## src/rtl/pwm_capture.sv

```systemverilog
// Multi-channel PWM pulse capture: measures high time and period of each input
// line in clk cycles and exposes the results on a registered cs/addr read port.
module pwm_capture #(
  parameter int SIGNAL_BIT_WIDTH  = 15,
  parameter int ADDRESS_BIT_WIDTH = 3,
  parameter int PWM_SIGNAL_COUNT  = 4
) (
  input  logic                         clk,
  input  logic                         rst,
  input  logic [PWM_SIGNAL_COUNT-1:0]  signal,
  input  logic                         cs,
  input  logic [ADDRESS_BIT_WIDTH-1:0] addr,
  output logic [SIGNAL_BIT_WIDTH-1:0]  data,
  output logic [PWM_SIGNAL_COUNT-1:0]  valid,
  output logic [PWM_SIGNAL_COUNT-1:0]  sample
);

  localparam int CH_BITS  = ADDRESS_BIT_WIDTH - 1;
  localparam int CH_SPACE = 1 << CH_BITS;
  localparam logic [SIGNAL_BIT_WIDTH-1:0] CNT_MAX = '1;
  localparam logic [SIGNAL_BIT_WIDTH-1:0] CNT_ONE = SIGNAL_BIT_WIDTH'(1);

  typedef enum logic [1:0] {
    IDLE = 2'd0,
    HIGH = 2'd1,
    LOW  = 2'd2
  } state_t;

  logic [PWM_SIGNAL_COUNT-1:0] sync1_reg;
  logic [PWM_SIGNAL_COUNT-1:0] sync2_reg;
  logic [PWM_SIGNAL_COUNT-1:0] prev_reg;
  logic [PWM_SIGNAL_COUNT-1:0] armed_reg;
  logic [1:0]                  warm_reg;
  logic [PWM_SIGNAL_COUNT-1:0] rise;
  logic [PWM_SIGNAL_COUNT-1:0] fall;

  // warm_reg marks when sync2 reflects the real line; a channel is armed only
  // once it has been seen low, so a line high at reset release is ignored.
  always_ff @(posedge clk or negedge rst) begin
    if (!rst) begin
      sync1_reg <= '0;
      sync2_reg <= '0;
      prev_reg  <= '0;
      armed_reg <= '0;
      warm_reg  <= '0;
    end else begin
      sync1_reg <= signal;
      sync2_reg <= sync1_reg;
      prev_reg  <= sync2_reg;
      warm_reg  <= {warm_reg[0], 1'b1};
      armed_reg <= armed_reg | ({PWM_SIGNAL_COUNT{warm_reg[1]}} & ~sync2_reg);
    end
  end

  assign rise = sync2_reg & ~prev_reg;
  assign fall = ~sync2_reg & prev_reg;

  logic [SIGNAL_BIT_WIDTH-1:0] width_all  [CH_SPACE];
  logic [SIGNAL_BIT_WIDTH-1:0] period_all [CH_SPACE];

  genvar gi;
  generate
    for (gi = 0; gi < CH_SPACE; gi++) begin : g_ch
      if (gi < PWM_SIGNAL_COUNT) begin : g_live
        state_t                      state_reg;
        logic [SIGNAL_BIT_WIDTH-1:0] cnt_reg;
        logic [SIGNAL_BIT_WIDTH-1:0] pend_reg;
        logic [SIGNAL_BIT_WIDTH-1:0] width_reg;
        logic [SIGNAL_BIT_WIDTH-1:0] period_reg;
        logic                        valid_reg;
        logic                        sample_reg;

        always_ff @(posedge clk or negedge rst) begin
          if (!rst) begin
            state_reg  <= IDLE;
            cnt_reg    <= '0;
            pend_reg   <= '0;
            width_reg  <= '0;
            period_reg <= '0;
            valid_reg  <= 1'b0;
            sample_reg <= 1'b0;
          end else begin
            sample_reg <= 1'b0;
            case (state_reg)
              IDLE: begin
                cnt_reg <= '0;
                if (rise[gi] && armed_reg[gi]) begin
                  cnt_reg   <= CNT_ONE;
                  state_reg <= HIGH;
                end
              end
              HIGH: begin
                if (fall[gi]) begin
                  pend_reg  <= cnt_reg;
                  cnt_reg   <= cnt_reg + 1'b1;
                  state_reg <= LOW;
                end else if (cnt_reg == CNT_MAX) begin
                  state_reg  <= IDLE;
                  cnt_reg    <= '0;
                  valid_reg  <= 1'b0;
                  width_reg  <= '0;
                  period_reg <= '0;
                end else begin
                  cnt_reg <= cnt_reg + 1'b1;
                end
              end
              LOW: begin
                // Width and period commit on the same edge so a reader never
                // sees a mixed pair.
                if (rise[gi]) begin
                  period_reg <= cnt_reg;
                  width_reg  <= pend_reg;
                  valid_reg  <= 1'b1;
                  sample_reg <= 1'b1;
                  cnt_reg    <= CNT_ONE;
                  state_reg  <= HIGH;
                end else if (cnt_reg == CNT_MAX) begin
                  state_reg  <= IDLE;
                  cnt_reg    <= '0;
                  valid_reg  <= 1'b0;
                  width_reg  <= '0;
                  period_reg <= '0;
                end else begin
                  cnt_reg <= cnt_reg + 1'b1;
                end
              end
              default: begin
                state_reg <= IDLE;
                cnt_reg   <= '0;
              end
            endcase
          end
        end

        assign width_all[gi]  = width_reg;
        assign period_all[gi] = period_reg;
        assign valid[gi]      = valid_reg;
        assign sample[gi]     = sample_reg;
      end else begin : g_pad
        // Unpopulated channel slots read back as zero.
        assign width_all[gi]  = '0;
        assign period_all[gi] = '0;
      end
    end
  endgenerate

  logic [CH_BITS-1:0] rd_ch;
  assign rd_ch = addr[CH_BITS-1:0];

  always_ff @(posedge clk or negedge rst) begin
    if (!rst) begin
      data <= '0;
    end else if (cs) begin
      data <= addr[CH_BITS] ? period_all[rd_ch] : width_all[rd_ch];
    end else begin
      data <= '0;
    end
  end

endmodule
```

## config.mk

```make
export PLATFORM = sky130hd
export DESIGN_NAME = pwm_capture
export DESIGN_NICKNAME = d
export VERILOG_FILES = /design/src/rtl/pwm_capture.sv
export SDC_FILE = /design/constraint.sdc
export NUM_CORES = 1
export LEC_CHECK = 0
export BUFFER_PORTS_ARGS = -buffer_cell sky130_fd_sc_hd__buf_2
export CAP_MARGIN = 15
export CORE_MARGIN = 4
export CORE_UTILIZATION = 56
export CTS_CLUSTER_SIZE = 14
export DETAILED_ROUTE_END_ITERATION = 16
export PLACE_DENSITY = 0.76
export REMOVE_ABC_BUFFERS = 1
export SLEW_MARGIN = 0
export SYNTH_ARGS = -nofsm -noshare
export SYNTH_HDL_FRONTEND = slang
export SYNTH_SLANG_ARGS = --single-unit
export TNS_END_PERCENT = 1
```

## constraint.sdc

```tcl
create_clock -name clk -period 1.8 [get_ports clk]
set_clock_uncertainty 0.05 [all_clocks]
set_input_delay 0.09 -clock clk [delete_from_list [all_inputs] [get_ports clk]]
set_output_delay 0.09 -clock clk [all_outputs]
set_load 0.05 [all_outputs]
```

==> Word level (Yosys, flattened, before mapping) <==
Index checks and enable logic that the tools add are counted.
{ "word_totals": {"register_bits": 289, "latchBits": 0, "ram_bits": 0, "mem_bits_ro": 0, "input_bits": 10, "out_inout_bits": 23, "word_cells": 190, "mem_count": 0} }
{ "classes": {"add_sub_neg": 4, "mul": 0, "div": 0, "magnitude_cmp": 1, "n_eq_ne": 20, "shifts": 0, "mux": 104, "bitwise": 7, "reduce_logical": 20} }
{ "ops": {"columns": ["operator", "n"], "rows": [
  ["15-bit 2-to-1 mux", 42],
  ["15-bit one-hot mux with 2 select lines", 8],
  ["15-bit one-hot mux with 3 select lines", 4],
  ["15-bit by 1-bit adder with 15-bit output, second input constant", 4],
  ["15-bit binary-select mux with 2-bit select", 2],
  ["15-bit == test, second input constant", 4],
  ["2-bit 2-to-1 mux", 16],
  ["1-bit 2-to-1 mux", 24],
  ["2-bit one-hot mux with 3 select lines", 4],
  ["2-bit != test, second input constant", 8],
  ["2-bit AND reduction", 8],
  ["4-bit AND", 3],
  ["2-bit by 1-bit == test with 1-bit output, second input constant", 4],
  ["2-bit == test, second input constant", 4],
  ["2-bit zero test", 4],
  ["4-bit NOT", 2],
  ["1-bit one-hot mux with 2 select lines", 4],
  ["2-bit nonzero test", 4],
  ["1-bit logical AND", 4],
  ["4-bit bitwise OR", 1],
  ["3-bit >= comparator, second input constant", 1],
  ["2-bit NOT with 3-bit output", 1]
]} }

==> Depth between registers and ports, before layout <==
Gate-level depths: netlist of the first run.
{ "depth": {"word_depth": 6, "mapped_depth": 7, "mapped_depth_nobuf": 5} }

==> Least setup slack after synthesis of the first run <==
Ideal clock, no wire load.
{ "synth_path": {"kind": "register to register", "start": "register g_ch[3].g_live.cnt_reg[0]", "end": "register g_ch[3].g_live.cnt_reg[10]", "setup_ns": 0.121, "arrival_time_ns": 1.775, "required_ns": 1.629, "setup_slack_ns": -0.146, "stages_incl_launch_ff": 8, "n_path_buf": 2, "synth_period_minus_slack_ns": 1.946, "path_cell_list": "dfrtp_1 ha_1 and4_1 clkbuf_1 nand3_1 o32ai_2 buf_2 nor2_1"} }
{ "synth_between": {"elab_chain_cells": 4, "elab_cells_between_ends": 6, "cone_classes": "1 x add/sub; 1 x eq/ne; 4 x mux"} }
{ "synth_rtl": {"columns": ["item", "line_no", "text"], "rows": [
  ["start: declaration", "66", "logic [SIGNAL_BIT_WIDTH-1:0] cnt_reg;"],
  ["start signal: assignment", "95", "cnt_reg <= cnt_reg + 1'b1;"],
  ["start signal: assignment", "104", "cnt_reg <= cnt_reg + 1'b1;"],
  ["start signal: assignment", "124", "cnt_reg <= cnt_reg + 1'b1;"],
  ["15-bit by 1-bit adder with 15-bit output / 15-bit == test (equally long branches)", null, null],
  ["15-bit 2-to-1 mux", "97, 117", null],
  ["15-bit 2-to-1 mux (on tied branches)", "110, 93", null],
  ["15-bit one-hot mux with 3 select lines (*)", "84", "case (state_reg)"]
]} }
Every way passes the cells marked *; elsewhere a longest branch is shown, timed or not.
A chain may end at the register's enable or synchronous reset.

==> Worst setup path after layout of the first run <==
{ "layout_path": {"start": "register g_ch[2].g_live.cnt_reg[6]", "end": "register g_ch[2].g_live.width_reg[0]"} }
{ "layout_between": {"elab_chain_cells": 4, "elab_cells_between_ends": 5, "cone_classes": "1 x eq/ne; 4 x mux"} }
{ "layout_rtl": {"columns": ["item", "line_no", "text"], "rows": [
  ["start: declaration", "66", null],
  ["start signal: assignment", "95", null],
  ["start signal: assignment", "104", null],
  ["start signal: assignment", "124", null],
  ["15-bit == test (*)", "97, 117", null],
  ["15-bit 2-to-1 mux (*)", null, null],
  ["15-bit 2-to-1 mux (on tied branches)", null, null],
  ["15-bit one-hot mux with 2 select lines (*)", null, null],
  ["end signal: assignment", "112", "width_reg <= pend_reg;"],
  ["end: declaration", "68", "logic [SIGNAL_BIT_WIDTH-1:0] width_reg;"]
]} }
Every way passes the cells marked *; elsewhere a longest branch is shown, timed or not. The select of a mux whose other input is x is not followed.

==> results summary, run 1 <==
The first global-routing pass estimated between 40000 and 50000 um of wire. The residual DRC count is 0. The half-perimeter wire length after detailed placement came out at 18900 um. The number of max-cap violations is 0. On the critical path, the stage with the largest delay is an instance of sky130_fd_sc_hd__or4_4. The count of port buffers added during placement came out at 32. The setup slack on the worst flop-to-flop path came out at 70 ps. The number of warning messages in the yosys log came out at 0.

At the placement stage, the worst setup path has a slack of -74.3 ps. TritonCTS built the clock tree. The clock transition time at the flip-flop clock pins of the worst setup and hold paths is roughly 60 ps. The clock share of power came out at 0.387.

The average cell area after synthesis came out at 12.4 sq um. The routability-driven placement congestion ratio is ~0.83. The leakage dissipation came out at 0.00694 uW. The total congestion overflow after global routing is 0. The number of global-route vias before repair was around 8400. The initial cell density of the core came out at 0.575. CTS placed an instance of sky130_fd_sc_hd__clkbuf_16 at the clock tree root. The final wirelength is between 20000 and 30000 um.

The required time at the worst-slack endpoint is between 2000 and 2500 ps. The logic depth of the worst path, buffers included is 5. The power dissipated by switching net loads is 4190 uW. The relative contribution of combinational cells to total power came out at 0.152. The endpoint class of the critical path is a register. The number of pins with negative max-slew slack in the final report came to 0. The post-layout worst setup margin came out at approximately 72 ps. The part of the Yosys area used for sequential elements is 0.571. By area, the combinational part of the netlist is dominated by multiplexers.

The finished layout cell area came out at 14900 sq um. For this design the ratio of total power to cell area is between 1000 and 1500 nW/um^2. The run finished with clean final reports. No sink is reached through more buffers than the 3 on the longest clock path. Of the total synthesized cell area, the portion taken by XOR and XNOR cells is 0.0360. 33 I/O pins were placed. Counting the buffers created by CTS gives 31. Entering global routing, the biggest net connects 80 pins.

In this design, the stage delay of the slowest critical-path cell is 620 ps. The share of synthesized cell area in full adder, half adder and majority cells is 0.00395. The layout-stage area growth over the synthesis result came out at 17.9%. Internal power comes to 11700 uW. In this run, the number of DRC markers left after iteration 0 of detailed routing was approximately 430. The measured slew at the worst slew-check pin came out at between 600 and 700 ps. CTS saw 289 sinks. Walking the worst path, the cells encountered are nand4_4 -> or4_4 -> nor2_4 -> buf_12 -> nor2_1.

The via density per instance came out at around 5.6. The startpoint of the most critical register-to-register path is g_ch[2].g_live.cnt_reg[6]. The detailed-route wire length per cell came out at between 15 and 20 um. Setup violations remaining at the end of the flow were counted as 0.

The dominant delay contributor by cell family on the critical path is simple AND/OR/NAND/NOR gates. The worst register-to-register path ends at g_ch[2].g_live.width_reg[0]. The area fraction in compound gates after synthesis is 0.0242. CTS built an H-tree with a depth of 1. The proportion of synthesized area in mux cells came out at 0.213. The critical path is of the register to register type. The final count of hold timing violations is 0. The maximum net fanout on the critical path came out at 31. The kind of start point of the critical path is a register. The chip height is ~160 um. The antenna diode count came out at 0. The detailed-route via count is ~8000. In this run the worst setup path terminates at g_ch[2].g_live.width_reg[0].

The initial antenna violation count came to 0. The post-synthesis sequential element count came out at roughly 290. The maximum achievable frequency is 0.579 GHz. The row count came out at 54. The worst path in the final design needs a cycle of 1730 ps, including I/O delays and setup. The share of total power dissipated in sequential elements is 0.461.

The number of nets still failing antenna checks after routing came out at 0. The buffering stage count on the worst path with inverters included came out at 1. The number of iterations in the first detailed-routing pass is 5. STA puts the critical path data arrival time at 2100 ps. The min-delay analysis places its worst path in the category input port to register.

The origin of the worst setup path is g_ch[2].g_live.cnt_reg[6]. The area of the mapped netlist is ~13000 sq um. Of the total synthesized cell area, the portion taken by AND, OR, NAND and NOR gates is 0.123. The maximum VDD drop is around 0.76 mV. Synthesis produced a netlist whose cell count is ~1000. In the finished design, the share of the clock period the worst path needs comes to 0.960. Of the total power, the share spent switching nets is 0.263. The floorplan die area came out at around 25000 sq um. The total global-route track usage came out at 0.231.

The clock latency of the later-clocked register in the worst-skew pair is 540 ps. The chip width came out at around 160 um. Counting cells, the worst reg-to-reg path comes to 5. The region available for standard cell placement spans about 22000 sq um. The post-synthesis cell type count came out at 42. After detailed placement, the total cell area comes to roughly 14000 sq um.

The worst slew margin relative to its limit is 0.552. The number of nets in the final layout came out at between 1000 and 1500. The proportion of layout cells with a drive suffix above 1 came out at 0.246.
[placed cells by master (no fill, tap or decap), types with 4 or more instances in the layout]
cell	count
sky130_fd_sc_hd__xnor2_1	29
sky130_fd_sc_hd__dfrtp_1	289
sky130_fd_sc_hd__nor2_4	4
sky130_fd_sc_hd__o211ai_1	5
sky130_fd_sc_hd__inv_1	12
sky130_fd_sc_hd__dlygate4sd3_1	7
sky130_fd_sc_hd__and2_1	6
sky130_fd_sc_hd__nand2b_1	15
sky130_fd_sc_hd__buf_4	77
sky130_fd_sc_hd__clkinv_2	4
sky130_fd_sc_hd__nor3_1	6
sky130_fd_sc_hd__mux2_2	60
sky130_fd_sc_hd__a21o_1	6
sky130_fd_sc_hd__ha_1	4
sky130_fd_sc_hd__clkbuf_8	7
sky130_fd_sc_hd__buf_2	31
sky130_fd_sc_hd__buf_12	17
sky130_fd_sc_hd__nand4_1	21
sky130_fd_sc_hd__and4_1	7
sky130_fd_sc_hd__mux4_2	30
sky130_fd_sc_hd__nor2b_1	24
sky130_fd_sc_hd__clkbuf_16	31
sky130_fd_sc_hd__a21oi_1	16
sky130_fd_sc_hd__nor2_1	183
sky130_fd_sc_hd__nand3_1	20
sky130_fd_sc_hd__mux2i_1	135
sky130_fd_sc_hd__clkbuf_1	8
sky130_fd_sc_hd__xor2_1	23
sky130_fd_sc_hd__nor4_1	9
sky130_fd_sc_hd__nand2_1	24
sky130_fd_sc_hd__o21ai_0	6
[worst min-delay path by stage]
stage                     startpoint                   endpoint  slack [ps]  depth (start not counted)
after global routing         addr[2]                    data[5]         100                          3
after detailed placement         rst   g_ch[0].g_live.valid_reg         -30                          1
after global placement           rst  g_ch[0].g_live.sample_reg         -40                          1
after CTS                    addr[2]                    data[5]          50                          3
final                        addr[2]                    data[5]          60                          3
after floorplan                  rst               armed_reg[0]        -260                          0
[synth_stat cells]
cell | number | area [sq um]
sky130_fd_sc_hd__dfrtp_1 | 289 | 7230
sky130_fd_sc_hd__nor2_1 | 186 | 698
sky130_fd_sc_hd__mux2i_1 | 135 | 1350
sky130_fd_sc_hd__mux2_2 | 60 | 676
sky130_fd_sc_hd__buf_2 | 30 | 150
sky130_fd_sc_hd__mux4_2 | 30 | 676
sky130_fd_sc_hd__xnor2_1 | 29 | 254
sky130_fd_sc_hd__nor2b_1 | 25 | 156
sky130_fd_sc_hd__nand2_1 | 24 | 90.1
sky130_fd_sc_hd__xor2_1 | 23 | 201
sky130_fd_sc_hd__clkbuf_1 | 21 | 78.8
sky130_fd_sc_hd__nand3_1 | 21 | 105
sky130_fd_sc_hd__nand4_1 | 21 | 131
sky130_fd_sc_hd__a21oi_1 | 18 | 90.1
sky130_fd_sc_hd__nand2b_1 | 15 | 93.8
sky130_fd_sc_hd__inv_1 | 12 | 45.0
sky130_fd_sc_hd__buf_4 | 10 | 75.1
sky130_fd_sc_hd__nor4_1 | 10 | 62.6
sky130_fd_sc_hd__and4_1 | 8 | 70.1
sky130_fd_sc_hd__a21o_1 | 6 | 45.0
sky130_fd_sc_hd__and2_1 | 6 | 37.5
sky130_fd_sc_hd__nor3_1 | 6 | 30.0
sky130_fd_sc_hd__o21ai_0 | 6 | 30.0
sky130_fd_sc_hd__o211ai_1 | 5 | 37.5
sky130_fd_sc_hd__ha_1 | 4 | 50.1
sky130_fd_sc_hd__a22oi_1 | 2 | 15.0
sky130_fd_sc_hd__buf_1 | 2 | 7.51
sky130_fd_sc_hd__nor2_2 | 2 | 12.5
sky130_fd_sc_hd__or3_1 | 2 | 12.5
sky130_fd_sc_hd__a21boi_0 | 1 | 7.51
sky130_fd_sc_hd__a21boi_4 | 1 | 18.8
sky130_fd_sc_hd__a31o_2 | 1 | 8.76
sky130_fd_sc_hd__clkbuf_2 | 1 | 5.00
sky130_fd_sc_hd__conb_1 | 1 | 3.75
sky130_fd_sc_hd__nand4_2 | 1 | 12.5
sky130_fd_sc_hd__nand4_4 | 1 | 21.3
sky130_fd_sc_hd__o21a_1 | 1 | 7.51
sky130_fd_sc_hd__o221ai_1 | 1 | 8.76
sky130_fd_sc_hd__o31ai_4 | 1 | 21.3
sky130_fd_sc_hd__o32ai_2 | 1 | 16.3
sky130_fd_sc_hd__or4_1 | 1 | 7.51
sky130_fd_sc_hd__or4_4 | 1 | 11.3
[worst register-to-register path: stages (launching register included)]
cell	delay [ps]
sky130_fd_sc_hd__dfrtp_1	400
sky130_fd_sc_hd__nand4_4	120
sky130_fd_sc_hd__or4_4	620
sky130_fd_sc_hd__nor2_4	150
sky130_fd_sc_hd__buf_12	190
sky130_fd_sc_hd__nor2_1	80
[stage by stage]
stage	TNS (ps)	power, uW	std cells	hold WS (ps)	utilization
after floorplan	-159650	8760	957	-256	-
after global placement	-66.0	9670	1362	-35.6	0.626
after detailed placement	-875	9770	1362	-34.3	0.626
after CTS	-34.8	16000	1423	49.6	0.675
after global routing	-10.6	16600	1424	96.3	0.678
final	0	15900	1424	61.2	0.678
[kinds of logic after synthesis]
family / count (synthesis)
AO/OA/AOI/OAI: 44
XOR/XNOR: 52
adder cells (fa/ha/maj): 4
buffers and inverters: 76
flip-flops: 289
multiplexers: 225
other: 1
AND/OR/NAND/NOR: 330
[metal layers]
metal  global-route usage  part of all wire  up-vias
li1                     -                 -     3738
met1                0.330              0.44     4087
met2                0.375              0.48      162
met3               0.0307             0.038       56
met4               0.0682             0.034        0
met5                    0                 0        -
[power groups by stage]
stage	Sequential (uW)	Combinational, uW	Clock (uW)
floorplan	7600	1170	0
global placement	7420	2250	0
detailed placement	7450	2320	0
CTS	7340	2370	6270
global route	7390	2640	6550
finish	7340	2420	6160
[timing repair]
| action | in CTS | in global routing |
|---|---|---|
| resized for setup | 1 | 6 |
| setup endpoints to repair | 19 | 99 |
| setup buffers | 0 | 1 |
| endpoints found under the hold margin | 308 | 0 |
| pin swaps | 1 | 3 |
| cloned | 0 | 0 |
| hold buffers | 8 | 0 |
[layout make-up]
type / instances / area [sq um]
clock inverter: 7 / 87.6
multi-input combinational: 656 / 5140
fill: 1573 / 7100
timing repair buffer: 134 / 1170
sequential: 289 / 7230
tap: 280 / 350
inverter: 12 / 45.0
clock buffer: 46 / 902
No activity file was read; power rests on OpenSTA's default activity.
==> run 2: changes to the inputs <==
Settings changed: REMOVE_ABC_BUFFERS 1 to default.
==> run 2 against run 1 <==
Clock power grew 6.2%; sequential share of layout area shrank 0.31 points; maximum frequency shrank 0.54%; final cell count grew 0.63%; die area is the same; critical path type unchanged.
==> results summary, run 2 (synthesized netlist as in run 1, its figures left out) <==
The run finished with clean final reports. In this design, the stage delay of the slowest critical-path cell is about 500 ps. Traced cell by cell, the critical path runs through ha_1 -> nand4_1 -> or4_4 -> nor2_4 -> buf_12 -> nor2_1. In this run the critical register-to-register path is captured at g_ch[2].g_live.width_reg[0].

The via density per instance is around 5.7. STA puts the critical path data required time at about 2200 ps. The detail route stage leaves a number of antenna-violating nets equal to 0. The pin count of the biggest net entering global routing came out at between 50 and 60. The chip width came out at 158 um. The number of primary I/O pins came out at 33. The dominant delay contributor by cell family on the critical path is simple AND/OR/NAND/NOR gates. The clock buffer count from CTS came out at 30. Of the total power, the clock network draws 0.400. The finished layout cell area is between 15000 and 20000 sq um. The post-layout worst setup margin is ~63 ps. The maximum net fanout on the critical path is 31. Based on the critical path, the design can be clocked at up to 0.576 GHz. The clock latency of the later-clocked register in the worst-skew pair came out at 550 ps.

Of the total power, combinational logic draws 0.148. The logic depth of the worst path, buffers included is 6. The number of DRC markers after the initial detailed-route iteration came out at ~460. The proportion of layout cells with a drive suffix above 1 is 0.254. The count of port buffers added during placement is 32. The number of buffers and inverters on the critical path is 1. The total power came out at between 15000 and 20000 uW. Of the total power, registers draw 0.452. The half-perimeter wire length after detailed placement came out at approximately 20000 um. The type of the most critical hold path is input port to asynchronous set/reset pin. The initial antenna violation count came to 1. The number of pins with negative max-slew slack in the final report is 0. Of the total power, the share spent switching nets is 0.261.

The final count of hold timing violations came out at 0. The initial utilization of the core area, before any placement, comes to 0.575. In the finished design, the share of the clock period the worst path needs comes to 0.965. TritonCTS built the clock tree. On the critical path, the stage with the largest delay is an instance of sky130_fd_sc_hd__or4_4. The routability-driven placement congestion ratio came out at between 0.9 and 1. Setup violations remaining at the end of the flow were counted as 0. The worst slew margin relative to its limit came out at 0.627. Summed over all nets, the switching power comes to roughly 4300 uW. The worst register-to-register path begins at g_ch[2].g_live.cnt_reg[1]. Setup repair after global routing could not meet its margin everywhere. The number of sinks driven by the clock tree is roughly 290. The internal power summed over all cells came out at 12100 uW. The maximum VDD drop came out at about 1.3 mV. The chip height came out at about 160 um. The setup slack on the worst flop-to-flop path is between 60 and 70 ps. The kind of start point of the critical path is a register. The clock root buffer master is sky130_fd_sc_hd__clkbuf_16. The detailed-route via count is 8102.

The die covers between 20000 and 30000 sq um. The number of antenna diodes in the final layout is 0. The total global-route track usage came out at 0.233. At the pin with the least slew margin, the transition time is 559 ps. The first-pass GRT wire length is 45500 um. The number of nets in the final layout is around 1100.

The critical path in this run is classified as register to register. The leakage dissipation is between 0.006 and 0.007 uW. The layout-stage area growth over the synthesis result is 18.6%. The net count after synthesis came out at around 1000.

In the layout the commonest cells are sky130_fd_sc_hd__dfrtp_1 (289), sky130_fd_sc_hd__nor2_1 (183), sky130_fd_sc_hd__mux2i_1 (135), sky130_fd_sc_hd__buf_4 (86), sky130_fd_sc_hd__mux2_2 (60). The instance area at placement is roughly 14000 sq um. The setup slack after placement is 5.64 ps. The total overflow left after global routing is 0. The row count is between 50 and 60. The power density normalized to cell area came out at approximately 1100 nW/um^2.

In this run the number of H-tree levels came out at 1. The number of global-route vias before repair came out at between 8000 and 9000. After floorplanning, the core was sized to cover 22000 sq um.

The detailed-route wire length per cell came out at 19.7 um. Leaving out fill and tap cells, the most frequent cell in the layout is sky130_fd_sc_hd__dfrtp_1. The clock transition time at the flip-flop clock pins of the worst setup and hold paths came out at approximately 60 ps. The clock passes through at most 3 buffers. STA classifies the critical path endpoint as a register. In the routed design, unresolved DRC markers number 0. The final wirelength came out at about 28000 um.

For this run, the share of the core covered by cells in the final layout is 0.682. The number of max-cap violations is 0. The arrival time of the worst setup path is 2110 ps. The number of iterations in the first detailed-routing pass came out at 5.

The post-route minimum period came out at around 1700 ps. The cell count of the worst reg-to-reg path came out at 6.
run 2: cell count changes in the layout (fill, tap and decap cells not counted), moves of 2 or more:
cell / delta
sky130_fd_sc_hd__buf_4: +9
sky130_fd_sc_hd__buf_12: -3
sky130_fd_sc_hd__bufinv_16: +2
sky130_fd_sc_hd__ha_1: -2
sky130_fd_sc_hd__ha_2: +2
run 2: power by group through the flow:
stage | registers [uW] | logic [uW] | clock network, uW
CTS | 7380 | 2350 | 6650
detailed placement | 7490 | 2320 | 0
finish | 7390 | 2420 | 6540
floorplan | 7410 | 1520 | 0
global route | 7430 | 2650 | 6960
global placement | 7460 | 2270 | 0
run 2: worst max path at each step:
| stage | startpoint | slack (ps) | end |
|---|---|---|---|
| finish | g_ch[2].g_live.cnt_reg[1] | 60 | g_ch[2].g_live.width_reg[0] |
| CTS | g_ch[2].g_live.cnt_reg[1] | 5 | g_ch[2].g_live.cnt_reg[2] |
| global placement | g_ch[1].g_live.cnt_reg[0] | 30 | g_ch[1].g_live.width_reg[10] |
| detailed placement | g_ch[1].g_live.cnt_reg[0] | 6 | g_ch[1].g_live.width_reg[2] |
| global route | g_ch[2].g_live.cnt_reg[1] | -40 | g_ch[2].g_live.width_reg[0] |
| floorplan | g_ch[0].g_live.cnt_reg[0] | -30 | g_ch[0].g_live.cnt_reg[10] |
run 2: layout make-up:
type	instances	area (sq um)
Timing Repair Buffer	140	1180
Fill cell	1531	7000
Inverter	12	45.0
Clock buffer	46	912
Multi-Input combinational cell	656	5150
Sequential cell	289	7230
Clock inverter	10	156
Tap cell	280	350
run 2: worst reg2reg max path, stage by stage, from the launching register on:
cell	delay [ps]
sky130_fd_sc_hd__dfrtp_1	360
sky130_fd_sc_hd__ha_1	170
sky130_fd_sc_hd__nand4_1	120
sky130_fd_sc_hd__or4_4	500
sky130_fd_sc_hd__nor2_4	150
sky130_fd_sc_hd__buf_12	190
sky130_fd_sc_hd__nor2_1	90
run 2: metrics by stage:
step                      hold WS, ps  std cells  setup TNS (ps)
after global routing             36.1       1433            -563
after detailed placement         1.05       1370               0
after CTS                        14.2       1432               0
final                            17.7       1433               0
after floorplan                  -256       1021            -660
after global placement          -2.30       1370               0
run 2: what timing repair did:
| action | CTS | global route |
|---|---|---|
| hold buffers | 6 | 0 |
| pin swaps | 0 | 2 |
| hold endpoints to repair | 308 | 0 |
| buffers inserted | 0 | 1 |
| setup endpoints to repair | 12 | 125 |
| resized for setup | 1 | 10 |
| cloned | 0 | 0 |
run 2: layer usage:
| metal | part of all wire | global-route usage |
|---|---|---|
| met1 | 0.44 | 0.334 |
| met2 | 0.46 | 0.362 |
| met3 | 0.054 | 0.0432 |
| met4 | 0.040 | 0.0845 |
| met5 | 0.00046 | 0 |
==> run 3: changes to the inputs <==
Settings changed: PLACE_DENSITY 0.76 to 0.87.
==> run 3 against run 2 <==
Sequential share of layout area is 0.21 points higher; critical path depth is the same; worst setup slack got worse by 90 ps; the run now ends with setup timing left; largest power group unchanged; combinational power hardly changed; maximum frequency is 4.9% lower; utilization down 0.29 points; critical path type unchanged; final area is 0.43% lower; die area unchanged; clock-buffer cell count down 6.
==> results summary, run 3 (synthesized netlist as in run 1, its figures left out) <==
The deepest level of the CTS H-tree came out at 1. The clock share of power is 0.388. Counting the fill cells in the layout gives roughly 1400. The number of nets in the final layout is between 1000 and 1500. The flow ran to the end, but the final reports show violations.

The worst hold path belongs to the class input port to asynchronous set/reset pin. The number of global-route vias before repair came to just under 9000. The internal power summed over all cells came out at 11700 uW. The via density per instance is roughly 6. The instance area at placement came out at 13800 sq um.

The total congestion overflow after global routing came out at 0. The multi-input combinational cell area is ~5200 sq um. The clock latency of the later-clocked register in the worst-skew pair is ~550 ps. Derived from the worst setup path, the maximum achievable clock frequency is approximately 0.55 GHz. The critical path is of the register to register type. The total negative slack for setup checks came out at -249 ps. Clock tree synthesis selected as its root buffer the cell sky130_fd_sc_hd__clkbuf_16.

The detailed-route via count came out at between 8000 and 9000. The maximum VDD drop came out at approximately 0.85 mV. The required time at the worst-slack endpoint is approximately 2200 ps. The clock transition time at the flip-flop clock pins of the worst setup and hold paths is approximately 60 ps. The pin count of the biggest net entering global routing is 75. The final layout contains routed wiring with a total length of roughly 31000 um. Setup repair after global routing could not meet its margin everywhere.

The number of max-cap violations came out at 0. The row count is 54. The first global-routing pass estimated around 50000 um of wire.

The half-perimeter wire length after detailed placement is 19900 um. The finished layout cell area came out at approximately 15000 sq um. The number of buffers between clock root and the deepest sink is 3. The area used by sequential logic in the layout came out at 7230 sq um.

The switching power as a share of total power is 0.270. TritonCTS created 29 clock buffers. The number of antenna diodes in the final layout is 0. Counting every sink on the clock net gives slightly below 300. TritonCTS built the clock tree.

The total core area came out at 22000 sq um. From synthesis to final layout, the design area changed by 18.1%. In this run the power spent charging and discharging nets is around 4300 uW. OpenSTA, run right after detailed placement, puts the worst setup slack at -20.7 ps. The proportion of layout cells with a drive suffix above 1 came out at 0.253. In this run the static leakage power is about 0.007 uW. The count of port buffers added during placement came out at 32. The measured slew at the worst slew-check pin is about 640 ps. The worst path in the final design needs a cycle of ~1800 ps, including I/O delays and setup. In the finished design, the share of the clock period the worst path needs comes to 1.02.

Measured against its own limit, the worst slew margin works out to 0.573. The power density normalized to cell area is about 1100 nW/um^2. The total global-route track usage is 0.254. The number of nets still failing antenna checks after routing came out at 0.

The final hold slack came out at roughly 55 ps. The share of total power dissipated in combinational logic is 0.153. The initial cell density of the core came out at 0.575.

The total setup violations reported at the end of the flow came out at 28. The routability-driven placement congestion ratio came out at 0.871. The floorplan die area is 25100 sq um. In the layout the commonest cells are sky130_fd_sc_hd__dfrtp_1 (289), sky130_fd_sc_hd__nor2_1 (183), sky130_fd_sc_hd__mux2i_1 (135), sky130_fd_sc_hd__buf_4 (77), sky130_fd_sc_hd__mux2_2 (60). The library cell used most frequently in the layout, excluding fill and tap cells, is sky130_fd_sc_hd__dfrtp_1. The final count of hold timing violations is 0.

The detailed-route wire length per cell came out at between 20 and 25 um. The initial antenna violation count is 0. The number of iterations in the first detailed-routing pass is 5. After detailed routing, the number of remaining DRC violations is 0. Setup slack on the critical path of the routed design comes to -27.5 ps. The maximum net fanout on the critical path came out at 14. The worst setup path is launched from a register.

The arrival time of the worst setup path is roughly 2200 ps. The chip height came out at between 150 and 200 um. The checks that failed: setup timing. The endpoint class of the critical path is a register. The share of total power dissipated in sequential elements is 0.459. The setup slack on the worst flop-to-flop path came out at -30 ps. The number of primary I/O pins is 33. The number of pins with negative max-slew slack in the final report came out at 0.

Counting every net in the synthesized netlist gives 1035. The number of DRC markers after the initial detailed-route iteration came out at 760. The chip width came out at approximately 160 um.
==> run 3: path summary, 6_finish.rpt <==
check | start | end | depth (start not counted)
setup reg to reg | g_ch[2].g_live.cnt_reg[0] | g_ch[2].g_live.cnt_reg[14] | 6
min in group clk | addr[0] | data[14] | 4
hold / removal | rst | g_ch[0].g_live.pend_reg[3] | 2
hold reg to reg | warm_reg[0] | warm_reg[1] | 0
max in group asynchronous | rst | g_ch[0].g_live.width_reg[13] | 3
setup / recovery | g_ch[2].g_live.cnt_reg[0] | g_ch[2].g_live.cnt_reg[14] | 6
==> run 3: cell type report <==
type	count	area share
timing repair buffer	135	0.0790
clock inverter	12	0.00970
multi-input combinational	656	0.345
inverter	12	0.00301
clock buffer	40	0.0566
tap	280	0.0234
sequential	289	0.483
==> run 3: timing repair <==
| action | CTS | global route |
|---|---|---|
| hold endpoints to repair | 308 | 0 |
| pin swaps | 1 | 4 |
| setup endpoints to repair | 47 | 120 |
| resized for setup | 3 | 10 |
| hold buffers | 6 | 0 |
| setup buffers | 0 | 1 |
==> run 3: per-stage QoR <==
stage               utilization  total power [uW]  cells
floorplan                     -              8920   1021
CTS                       0.676             16100   1423
finish                    0.679             16100   1424
global placement          0.628              9710   1365
detailed placement        0.628              9820   1365
global route              0.679             16700   1424
==> run 3: metal layers <==
layer	global-route usage	share of wire
met5	0	0
met4	0.0979	0.044
met3	0.0408	0.066
met2	0.415	0.48
met1	0.345	0.41
==> run 3: power by group through the flow <==
stage          sequential, uW  combinational [uW]  clock (uW)
6_report                 7380                2450        6240
5_1_grt                  7440                2660        6600
4_1_cts                  7370                2400        6310
3_5_place_dp             7470                2340           0
3_3_place_gp             7440                2270           0
2_1_floorplan            7410                1520           0
==> run 3: critical path, stage by stage, from the launching register on <==
cell and delay, ps:
sky130_fd_sc_hd__dfrtp_1 360, sky130_fd_sc_hd__ha_1 180, sky130_fd_sc_hd__nand4_1 170, sky130_fd_sc_hd__or4_4 530
sky130_fd_sc_hd__a21boi_4 200, sky130_fd_sc_hd__buf_12 150, sky130_fd_sc_hd__nor2_1 60
